===== config.mk =====
export PLATFORM = sky130hd
export DESIGN_NAME = load_store_unit_flat
export DESIGN_NICKNAME = d
export VERILOG_FILES = /design/src/rtl/load_store_unit_pkg.sv /design/src/rtl/load_store_unit_if.sv /design/src/rtl/load_store_unit_align.sv /design/src/rtl/load_store_unit.sv /design/src/flat_wrapper.sv
export SDC_FILE = /design/constraint.sdc
export NUM_CORES = 1
export LEC_CHECK = 0
export CAP_MARGIN = 10
export CORE_ASPECT_RATIO = 0.9
export CORE_MARGIN = 2
export CORE_UTILIZATION = 55
export CTS_CLUSTER_DIAMETER = 100
export DETAILED_ROUTE_END_ITERATION = 8
export DONT_BUFFER_PORTS = 1
export PLACE_DENSITY = 0.73
export RECOVER_POWER = 100
export SYNTH_ARGS = -nofsm -noshare
export SYNTH_HDL_FRONTEND = slang
export SYNTH_HIERARCHICAL = 1
export SYNTH_SLANG_ARGS = --single-unit

===== constraint.sdc =====
create_clock -name clk -period 11.9 [get_ports clk]
set_clock_uncertainty 0.1 [all_clocks]
set_input_delay 3.57 -clock clk [delete_from_list [all_inputs] [get_ports clk]]
set_output_delay 3.57 -clock clk [all_outputs]
set_load 0.01 [all_outputs]

===== src/rtl/load_store_unit_pkg.sv =====
// lsu_pkg: shared types and helpers for the load/store unit.
//   funct3_t    : RISC-V load/store width encodings
//   lsu_state_t : transaction FSM states
//   is_misaligned(): natural-alignment check for a funct3/offset pair
package lsu_pkg;

    typedef enum logic [2:0] {
        F3_B  = 3'b000,
        F3_H  = 3'b001,
        F3_W  = 3'b010,
        F3_BU = 3'b100,
        F3_HU = 3'b101
    } funct3_t;

    typedef enum logic [1:0] {
        IDLE,
        ACCESS,
        DONE
    } lsu_state_t;

    // Halfwords need addr[0]=0, words need addr[1:0]=0; bytes are always aligned.
    function automatic logic is_misaligned(input logic [2:0] funct3, input logic [1:0] addr);
        return ((funct3[1:0] == 2'b01) && addr[0]) ||
               ((funct3[1:0] == 2'b10) && (addr != 2'b00));
    endfunction

endpackage


===== src/rtl/load_store_unit_if.sv =====
// load_store_unit_if: core request/response and data-memory bus bundle.
//   req_*  : core request (valid, we, funct3, addr, wdata)
//   busy, resp_* : stall and completion back to the core
//   mem_*  : data-memory request/acknowledge bus
// Modports: slave = the load/store unit, master = core + memory environment.
interface load_store_unit_if #(
    parameter int unsigned DATA_WIDTH = 32
);
    logic                  req_valid;
    logic                  req_we;
    logic [2:0]            req_funct3;
    logic [DATA_WIDTH-1:0] req_addr;
    logic [DATA_WIDTH-1:0] req_wdata;
    logic                  busy;
    logic                  resp_valid;
    logic [DATA_WIDTH-1:0] resp_rdata;
    logic                  resp_err;
    logic                  mem_req;
    logic                  mem_we;
    logic [DATA_WIDTH-1:0] mem_addr;
    logic [3:0]            mem_be;
    logic [DATA_WIDTH-1:0] mem_wdata;
    logic                  mem_ack;
    logic [DATA_WIDTH-1:0] mem_rdata;

    modport slave (
        input  req_valid, req_we, req_funct3, req_addr, req_wdata, mem_ack, mem_rdata,
        output busy, resp_valid, resp_rdata, resp_err,
               mem_req, mem_we, mem_addr, mem_be, mem_wdata
    );

    modport master (
        output req_valid, req_we, req_funct3, req_addr, req_wdata, mem_ack, mem_rdata,
        input  busy, resp_valid, resp_rdata, resp_err,
               mem_req, mem_we, mem_addr, mem_be, mem_wdata
    );
endinterface


===== src/rtl/load_store_unit_align.sv =====
// lsu_align: combinational lane logic for the load/store unit.
//   addr[1:0], funct3, we : access offset, width code and direction
//   wdata / rdata         : store data in, raw memory word in
//   be                    : byte enables (all ones for loads)
//   wdata_rep             : store data replicated across lanes (0 for loads)
//   rdata_ext             : shifted and sign/zero-extended load data (0 for stores)
//   illegal               : misaligned access or unsupported funct3
module lsu_align
    import lsu_pkg::*;
#(
    parameter int unsigned DATA_WIDTH = 32
) (
    input  logic [1:0]            addr,
    input  logic [2:0]            funct3,
    input  logic                  we,
    input  logic [DATA_WIDTH-1:0] wdata,
    input  logic [DATA_WIDTH-1:0] rdata,
    output logic [3:0]            be,
    output logic [DATA_WIDTH-1:0] wdata_rep,
    output logic [DATA_WIDTH-1:0] rdata_ext,
    output logic                  illegal
);

    logic [DATA_WIDTH-1:0] shifted;
    logic                  bad_f3;

    always_comb begin
        be        = 4'b1111;
        wdata_rep = '0;
        rdata_ext = '0;
        shifted   = rdata >> {addr, 3'b000};

        if (we) begin
            case (funct3[1:0])
                2'b00: begin
                    be        = 4'b0001 << addr;
                    wdata_rep = {4{wdata[7:0]}};
                end
                2'b01: begin
                    be        = 4'b0011 << addr;
                    wdata_rep = {2{wdata[15:0]}};
                end
                default: begin
                    be        = 4'b1111;
                    wdata_rep = wdata;
                end
            endcase
        end else begin
            case (funct3)
                F3_B:    rdata_ext = {{(DATA_WIDTH-8){shifted[7]}}, shifted[7:0]};
                F3_BU:   rdata_ext = {{(DATA_WIDTH-8){1'b0}}, shifted[7:0]};
                F3_H:    rdata_ext = {{(DATA_WIDTH-16){shifted[15]}}, shifted[15:0]};
                F3_HU:   rdata_ext = {{(DATA_WIDTH-16){1'b0}}, shifted[15:0]};
                default: rdata_ext = shifted;
            endcase
        end

        // Stores only allow B/H/W; loads reject 011, 110 and 111.
        if (we) begin
            bad_f3 = (funct3 > 3'b010);
        end else begin
            bad_f3 = (funct3 == 3'b011) || (funct3 == 3'b110) || (funct3 == 3'b111);
        end
        illegal = bad_f3 || is_misaligned(funct3, addr);
    end

endmodule


===== src/rtl/load_store_unit.sv =====
// load_store_unit: one-at-a-time load/store engine between core and data memory.
//   clk, rst : rising-edge clock, asynchronous active-high reset
//   bus      : load_store_unit_if.slave carrying the core request/response
//              (req_*, busy, resp_*) and the memory bus (mem_*)
// Parameters: DATA_WIDTH (32 only), TIMEOUT (ack wait limit in cycles, 0 = none).
module load_store_unit
    import lsu_pkg::*;
#(
    parameter int unsigned DATA_WIDTH = 32,
    parameter int unsigned TIMEOUT    = 16
) (
    input  logic              clk,
    input  logic              rst,
    load_store_unit_if.slave  bus
);

    localparam int unsigned CNT_W = (TIMEOUT > 2) ? $clog2(TIMEOUT) : 1;

    lsu_state_t            state_q, state_d;
    logic                  we_q;
    logic [2:0]            funct3_q;
    logic [DATA_WIDTH-1:0] addr_q;
    logic [DATA_WIDTH-1:0] wdata_q;
    logic [CNT_W-1:0]      cnt_q;
    logic [DATA_WIDTH-1:0] rdata_q;
    logic                  err_q;

    logic                  in_idle;
    logic                  in_access;
    logic                  accept;
    logic                  timeout;
    logic [1:0]            a_addr;
    logic [2:0]            a_funct3;
    logic                  a_we;
    logic [3:0]            be;
    logic [DATA_WIDTH-1:0] wdata_rep;
    logic [DATA_WIDTH-1:0] rdata_ext;
    logic                  illegal;

    assign in_idle   = (state_q == IDLE);
    assign in_access = (state_q == ACCESS);
    assign accept    = in_idle && bus.req_valid;
    assign timeout   = (TIMEOUT != 0) && !bus.mem_ack && (cnt_q == CNT_W'(TIMEOUT - 1));

    // One lane unit serves both phases: in IDLE it judges the incoming request,
    // afterwards it works from the latched request.
    assign a_addr   = in_idle ? bus.req_addr[1:0] : addr_q[1:0];
    assign a_funct3 = in_idle ? bus.req_funct3    : funct3_q;
    assign a_we     = in_idle ? bus.req_we        : we_q;

    lsu_align #(
        .DATA_WIDTH (DATA_WIDTH)
    ) u_align (
        .addr      (a_addr),
        .funct3    (a_funct3),
        .we        (a_we),
        .wdata     (wdata_q),
        .rdata     (bus.mem_rdata),
        .be        (be),
        .wdata_rep (wdata_rep),
        .rdata_ext (rdata_ext),
        .illegal   (illegal)
    );

    always_ff @(posedge clk or posedge rst) begin
        if (rst) begin
            state_q  <= IDLE;
            we_q     <= 1'b0;
            funct3_q <= '0;
            addr_q   <= '0;
            wdata_q  <= '0;
            cnt_q    <= '0;
            rdata_q  <= '0;
            err_q    <= 1'b0;
        end else begin
            state_q <= state_d;
            if (accept) begin
                we_q     <= bus.req_we;
                funct3_q <= bus.req_funct3;
                addr_q   <= bus.req_addr;
                wdata_q  <= bus.req_wdata;
                cnt_q    <= '0;
                rdata_q  <= '0;
                err_q    <= illegal;
            end else if (in_access) begin
                if (bus.mem_ack) begin
                    rdata_q <= rdata_ext;
                    err_q   <= 1'b0;
                end else if (timeout) begin
                    rdata_q <= '0;
                    err_q   <= 1'b1;
                end else begin
                    cnt_q <= cnt_q + CNT_W'(1);
                end
            end
        end
    end

    always_comb begin
        state_d       = state_q;
        bus.busy      = !in_idle;
        bus.resp_valid = (state_q == DONE);
        bus.resp_rdata = rdata_q;
        bus.resp_err   = err_q;
        bus.mem_req   = 1'b0;
        bus.mem_we    = 1'b0;
        bus.mem_addr  = '0;
        bus.mem_be    = '0;
        bus.mem_wdata = '0;

        case (state_q)
            IDLE: begin
                if (bus.req_valid) begin
                    state_d = illegal ? DONE : ACCESS;
                end
            end
            ACCESS: begin
                bus.mem_req   = 1'b1;
                bus.mem_we    = we_q;
                bus.mem_addr  = {addr_q[DATA_WIDTH-1:2], 2'b00};
                bus.mem_be    = be;
                bus.mem_wdata = wdata_rep;
                if (bus.mem_ack || timeout) begin
                    state_d = DONE;
                end
            end
            DONE: begin
                state_d = IDLE;
            end
            default: begin
                state_d = IDLE;
            end
        endcase
    end

endmodule


===== src/flat_wrapper.sv =====
// flat-port wrapper written by rule: the top's interface ports become plain ports
module load_store_unit_flat import lsu_pkg::*;
#(
    parameter int unsigned DATA_WIDTH = 32,
    parameter int unsigned TIMEOUT    = 16
)
  (clk, rst, bus_req_valid, bus_req_we, bus_req_funct3, bus_req_addr, bus_req_wdata, bus_mem_ack, bus_mem_rdata, bus_busy, bus_resp_valid, bus_resp_rdata, bus_resp_err, bus_mem_req, bus_mem_we, bus_mem_addr, bus_mem_be, bus_mem_wdata);
  load_store_unit_if #(.DATA_WIDTH(DATA_WIDTH)) bus_i ();
  input  logic clk;
  input  logic rst;
  input wire logic [$bits(bus_i.req_valid)-1:0] bus_req_valid;
  input wire logic [$bits(bus_i.req_we)-1:0] bus_req_we;
  input wire logic [$bits(bus_i.req_funct3)-1:0] bus_req_funct3;
  input wire logic [$bits(bus_i.req_addr)-1:0] bus_req_addr;
  input wire logic [$bits(bus_i.req_wdata)-1:0] bus_req_wdata;
  input wire logic [$bits(bus_i.mem_ack)-1:0] bus_mem_ack;
  input wire logic [$bits(bus_i.mem_rdata)-1:0] bus_mem_rdata;
  output wire logic [$bits(bus_i.busy)-1:0] bus_busy;
  output wire logic [$bits(bus_i.resp_valid)-1:0] bus_resp_valid;
  output wire logic [$bits(bus_i.resp_rdata)-1:0] bus_resp_rdata;
  output wire logic [$bits(bus_i.resp_err)-1:0] bus_resp_err;
  output wire logic [$bits(bus_i.mem_req)-1:0] bus_mem_req;
  output wire logic [$bits(bus_i.mem_we)-1:0] bus_mem_we;
  output wire logic [$bits(bus_i.mem_addr)-1:0] bus_mem_addr;
  output wire logic [$bits(bus_i.mem_be)-1:0] bus_mem_be;
  output wire logic [$bits(bus_i.mem_wdata)-1:0] bus_mem_wdata;
  assign bus_i.req_valid = bus_req_valid;
  assign bus_i.req_we = bus_req_we;
  assign bus_i.req_funct3 = bus_req_funct3;
  assign bus_i.req_addr = bus_req_addr;
  assign bus_i.req_wdata = bus_req_wdata;
  assign bus_i.mem_ack = bus_mem_ack;
  assign bus_i.mem_rdata = bus_mem_rdata;
  assign bus_busy = bus_i.busy;
  assign bus_resp_valid = bus_i.resp_valid;
  assign bus_resp_rdata = bus_i.resp_rdata;
  assign bus_resp_err = bus_i.resp_err;
  assign bus_mem_req = bus_i.mem_req;
  assign bus_mem_we = bus_i.mem_we;
  assign bus_mem_addr = bus_i.mem_addr;
  assign bus_mem_be = bus_i.mem_be;
  assign bus_mem_wdata = bus_i.mem_wdata;
  load_store_unit #(.DATA_WIDTH(DATA_WIDTH), .TIMEOUT(TIMEOUT)) u_core (.clk(clk), .rst(rst), .bus(bus_i));
endmodule

==> impl_metrics.csv <==
group,metric,value,unit
status,status,"finished with violations",
status,failed_checks,"capacitance limit, slew limit",
floorplanning,dieArea,0.01179,mm²
setup_path,critPathLaunch,"bus_req_funct3[1]",
synth,muxShareOfSynthArea,0.07219,
drt,firstDrtPassIters,5,
synth,yosys_warnings,6,
clock_network,cts_root_buffer,"clkbuf_16",
clock_network,clk_pin_slew_worst_paths,0.07,ns
layout,nFillCells,974,
setup_path,crit_type,"input pin to primary output",
synth,synth_edf_count,0,
synth,synth_top_family_by_area,"simple AND/OR/NAND/NOR gates",
drt,num_vias,4612,
clock_network,clock_latency,0.35,ns
global_routing,antenna_found_initial,0,
clock_network,cts_setup_buffers,0,
power,pwr-share-seq,0.372,
drt,drt_iter0_markers,275,
setup_path,crit_path_end_kind,"primary output",
global_routing,grt_pass1_vias,4426,
run,maxCapViolations,5,
setup_path,r2r_slack,7.96,ns
floorplanning,initial_core_util,0.5610,
sta,period_share,0.8095,
floorplanning,die_width,114.2,µm
sta,tns,0,ns
synth,synthFlopType,"dfrtp_1",
clock_network,cts_sinks,107,
sta,hold_viol_final,0,
power,powerDensity,281.7,mW/mm²
setup_path,reg2reg_depth,7,
layout,drive_above_1_share,0.04518,
drt,vias_per_cell,5.787,
drt,ant_nets,0,
clock_network,cts_max_path_buffers,2,
sta,period_needed,9.633,ns
power,p_leak,2.927,nW
synth,ys_seq_elements,107,
placed_design,io_buffers,0,
layout,layout.nets,764,
layout,antenna_cells,0,
sta,setup_viol,0,
floorplanning,num_rows,36,
clock_network,cts_buffers,9,
global_routing,grt_max_degree,80,
drt,drc,0,
synth,synth_async_sr_flop_share,1.000,
sta,slew_headroom,-1.807,
placed_design,gp_congestion,0.8116,
setup_path,critPathCapture,"bus_mem_wdata[12]",
floorplanning,coreArea,0.01072,mm²
placed_design,dp_hpwl,9913,µm
sta,worstMarginPinSlew,4.211,ns
worst_hold_path,hold_class,"register to register",
setup_path,required,8.23,ns
sta,drv_slew,311,
placed_design,place_inst,780,
synth,netlist-cell-type-count,42,
global_routing,met1_usage,0.3187,
synth,syn_area,0.006015,mm²
layout,fin_cells,797,
layout,area_growth,2.413,%
drt,routed_wl,14440,µm
clock_network,ctsHtreeMaxLevel,3,
sta,rsz0062_at_grt,"no",
global_routing,grt_pass1_wl,22930,µm
power,power_frac_comb,0.455,
floorplanning,io_pins,209,
synth,synth.avg_cell_area,8.604,µm²
synth,ys_seq_area_frac,0.4452,
clock_network,hold_buffers,0,
power,p_sw,0.7609,mW
setup_path,critPathArrivalTime,5.96,ns
clock_network,ctsResizeCount,0,
global_routing,busiest_layer,"met2",
synth,netlist_instances,699,
layout,multi_input_area,0.002980,mm²
synth,synth-simple-area-share,0.2875,
power,p_int,0.9742,mW
synth,synth_xor_area_frac,0.001456,
setup_path,rr_endpoint,"u_core/bus.resp_rdata[27]$_DFFE_PP0P_",
drt,wire_per_inst,18.11,µm
clock_network,tritoncts,"done",
sta,clock.fmax,103.8,MHz
power,peakVddDrop,0.0001439,V
floorplanning,die_y,103.2,µm
global_routing,use_met3,0.08974,
power,switching_share,0.4385,
setup_path,critPathMaxFanout,31,
setup_path,critPathLaunchType,"input pin",
layout,ff_latch_area,0.002678,mm²
global_routing,grtUsageTotal,0.2487,
power,p_clk_frac,0.172,
setup_path,worstReg2RegStart,"u_core/state_q[1]$_DFFE_PP0P_",
global_routing,gr-usage-met2,0.3993,
synth,synth_fa_ha_area_frac,0.002080,
global_routing,overflow,0,
synth,synth_compound_area_frac,0.1369,
==> cell families after synthesis <==
| kind of cell | Yosys count |
|---|---|
| AO/OA/AOI/OAI | 108 |
| XOR/XNOR | 1 |
| adder cells (fa/ha/maj) | 1 |
| buffers and inverters | 61 |
| flip-flops | 107 |
| multiplexers | 41 |
| other | 1 |
| AND/OR/NAND/NOR | 379 |
==> worst max-delay path, cell delays in order <==
cell and delay [ns]:
mux2_1 0.73, nor2_1 1.05, nand2_1 0.16, a21boi_0 0.20, and2_0 0.23
==> per-stage QoR <==
step	worst slack, ns	utilization	hold WS (ns)	instance area (µm²)	total power [mW]
2_1_floorplan	3.435	-	0.3368	6018	1.319
3_3_place_gp	2.864	0.5522	0.3502	5919	1.429
3_5_place_dp	2.814	0.5522	0.3538	5919	1.457
4_1_cts	2.814	0.5798	0.3707	6216	1.760
5_1_grt	1.978	0.5746	0.3976	6160	1.881
6_report	2.267	0.5746	0.3706	6160	1.735
==> cells in the final DEF (no fill, tap or decap), drive strengths merged, types with 5 or more instances in the layout <==
master	instances
nor2	22
a22o	32
clkbuf	16
nand2	241
o21ai	31
a21boi	8
o211ai	5
and2	84
dfrtp	107
a21oi	5
a211oi	22
mux2i	35
nor2b	21
mux2	6
==> power groups by stage <==
| stage | Combinational (mW) | Clock [mW] | Sequential [mW] |
|---|---|---|---|
| 2_1_floorplan | 0.711 | 0 | 0.607 |
| 3_3_place_gp | 0.782 | 0 | 0.648 |
| 5_1_grt | 0.890 | 0.322 | 0.669 |
| 4_1_cts | 0.807 | 0.306 | 0.647 |
| 3_5_place_dp | 0.803 | 0 | 0.654 |
| 6_report | 0.790 | 0.299 | 0.646 |
==> how the worst min path moves through the flow <==
stage / depth (start not counted) / startpoint / slack (ns) / to
global placement: 2 / u_core/addr_q[18]$_DFFE_PP0P_ / 0.35 / u_core/addr_q[18]$_DFFE_PP0P_
floorplan: 2 / u_core/addr_q[21]$_DFFE_PP0P_ / 0.34 / u_core/addr_q[21]$_DFFE_PP0P_
global route: 2 / u_core/addr_q[14]$_DFFE_PP0P_ / 0.40 / u_core/addr_q[14]$_DFFE_PP0P_
finish: 2 / u_core/addr_q[12]$_DFFE_PP0P_ / 0.37 / u_core/addr_q[12]$_DFFE_PP0P_
CTS: 2 / u_core/addr_q[9]$_DFFE_PP0P_ / 0.37 / u_core/addr_q[9]$_DFFE_PP0P_
detailed placement: 2 / u_core/addr_q[9]$_DFFE_PP0P_ / 0.35 / u_core/addr_q[9]$_DFFE_PP0P_
==> synthesized netlist by cell type (3+ instances only) <==
cell | n | area [µm²]
a21boi_0 | 8 | 60.06
inv_1 | 4 | 15.01
o21ai_1 | 6 | 30.03
buf_4 | 7 | 52.55
buf_6 | 6 | 67.56
buf_2 | 20 | 100.1
dfrtp_1 | 107 | 2678
mux2_2 | 6 | 67.56
clkbuf_1 | 24 | 90.09
mux2i_1 | 33 | 330.3
a211oi_1 | 22 | 165.2
o21ai_0 | 15 | 75.07
o21ai_2 | 10 | 87.58
nand2_1 | 241 | 904.6
o211ai_1 | 4 | 30.03
and2_1 | 84 | 525.5
nor2b_1 | 21 | 131.4
a22o_1 | 32 | 280.3
a21oi_1 | 3 | 15.01
nor2_1 | 21 | 78.83
==> per-layer routing <==
metal  share of wire  vias up
met5               0        -
met4           0.024        0
met3           0.084       26
met2            0.48      187
met1            0.42     2191
li1                -     2208
==> final cells by class <==
| class | instances | area share |
|---|---|---|
| multi-input cells | 532 | 0.4839 |
| flip-flops and latches | 107 | 0.4347 |
| clock buffers | 12 | 0.04002 |
| well taps | 133 | 0.02702 |
| clock inverters | 4 | 0.008125 |
| repair buffers | 5 | 0.003656 |
| inverters | 4 | 0.002641 |
==> sequential cells by signal (all words and copies together) (netlist names) <==
signal and count:
u_core/addr_q 32, u_core/bus.resp_err 1, u_core/bus.resp_rdata 32, u_core/cnt_q 4, u_core/funct3_q 3, u_core/state_q 2, u_core/wdata_q 32, u_core/we_q 1
Note: power is estimated with default switching activity, not from simulation.
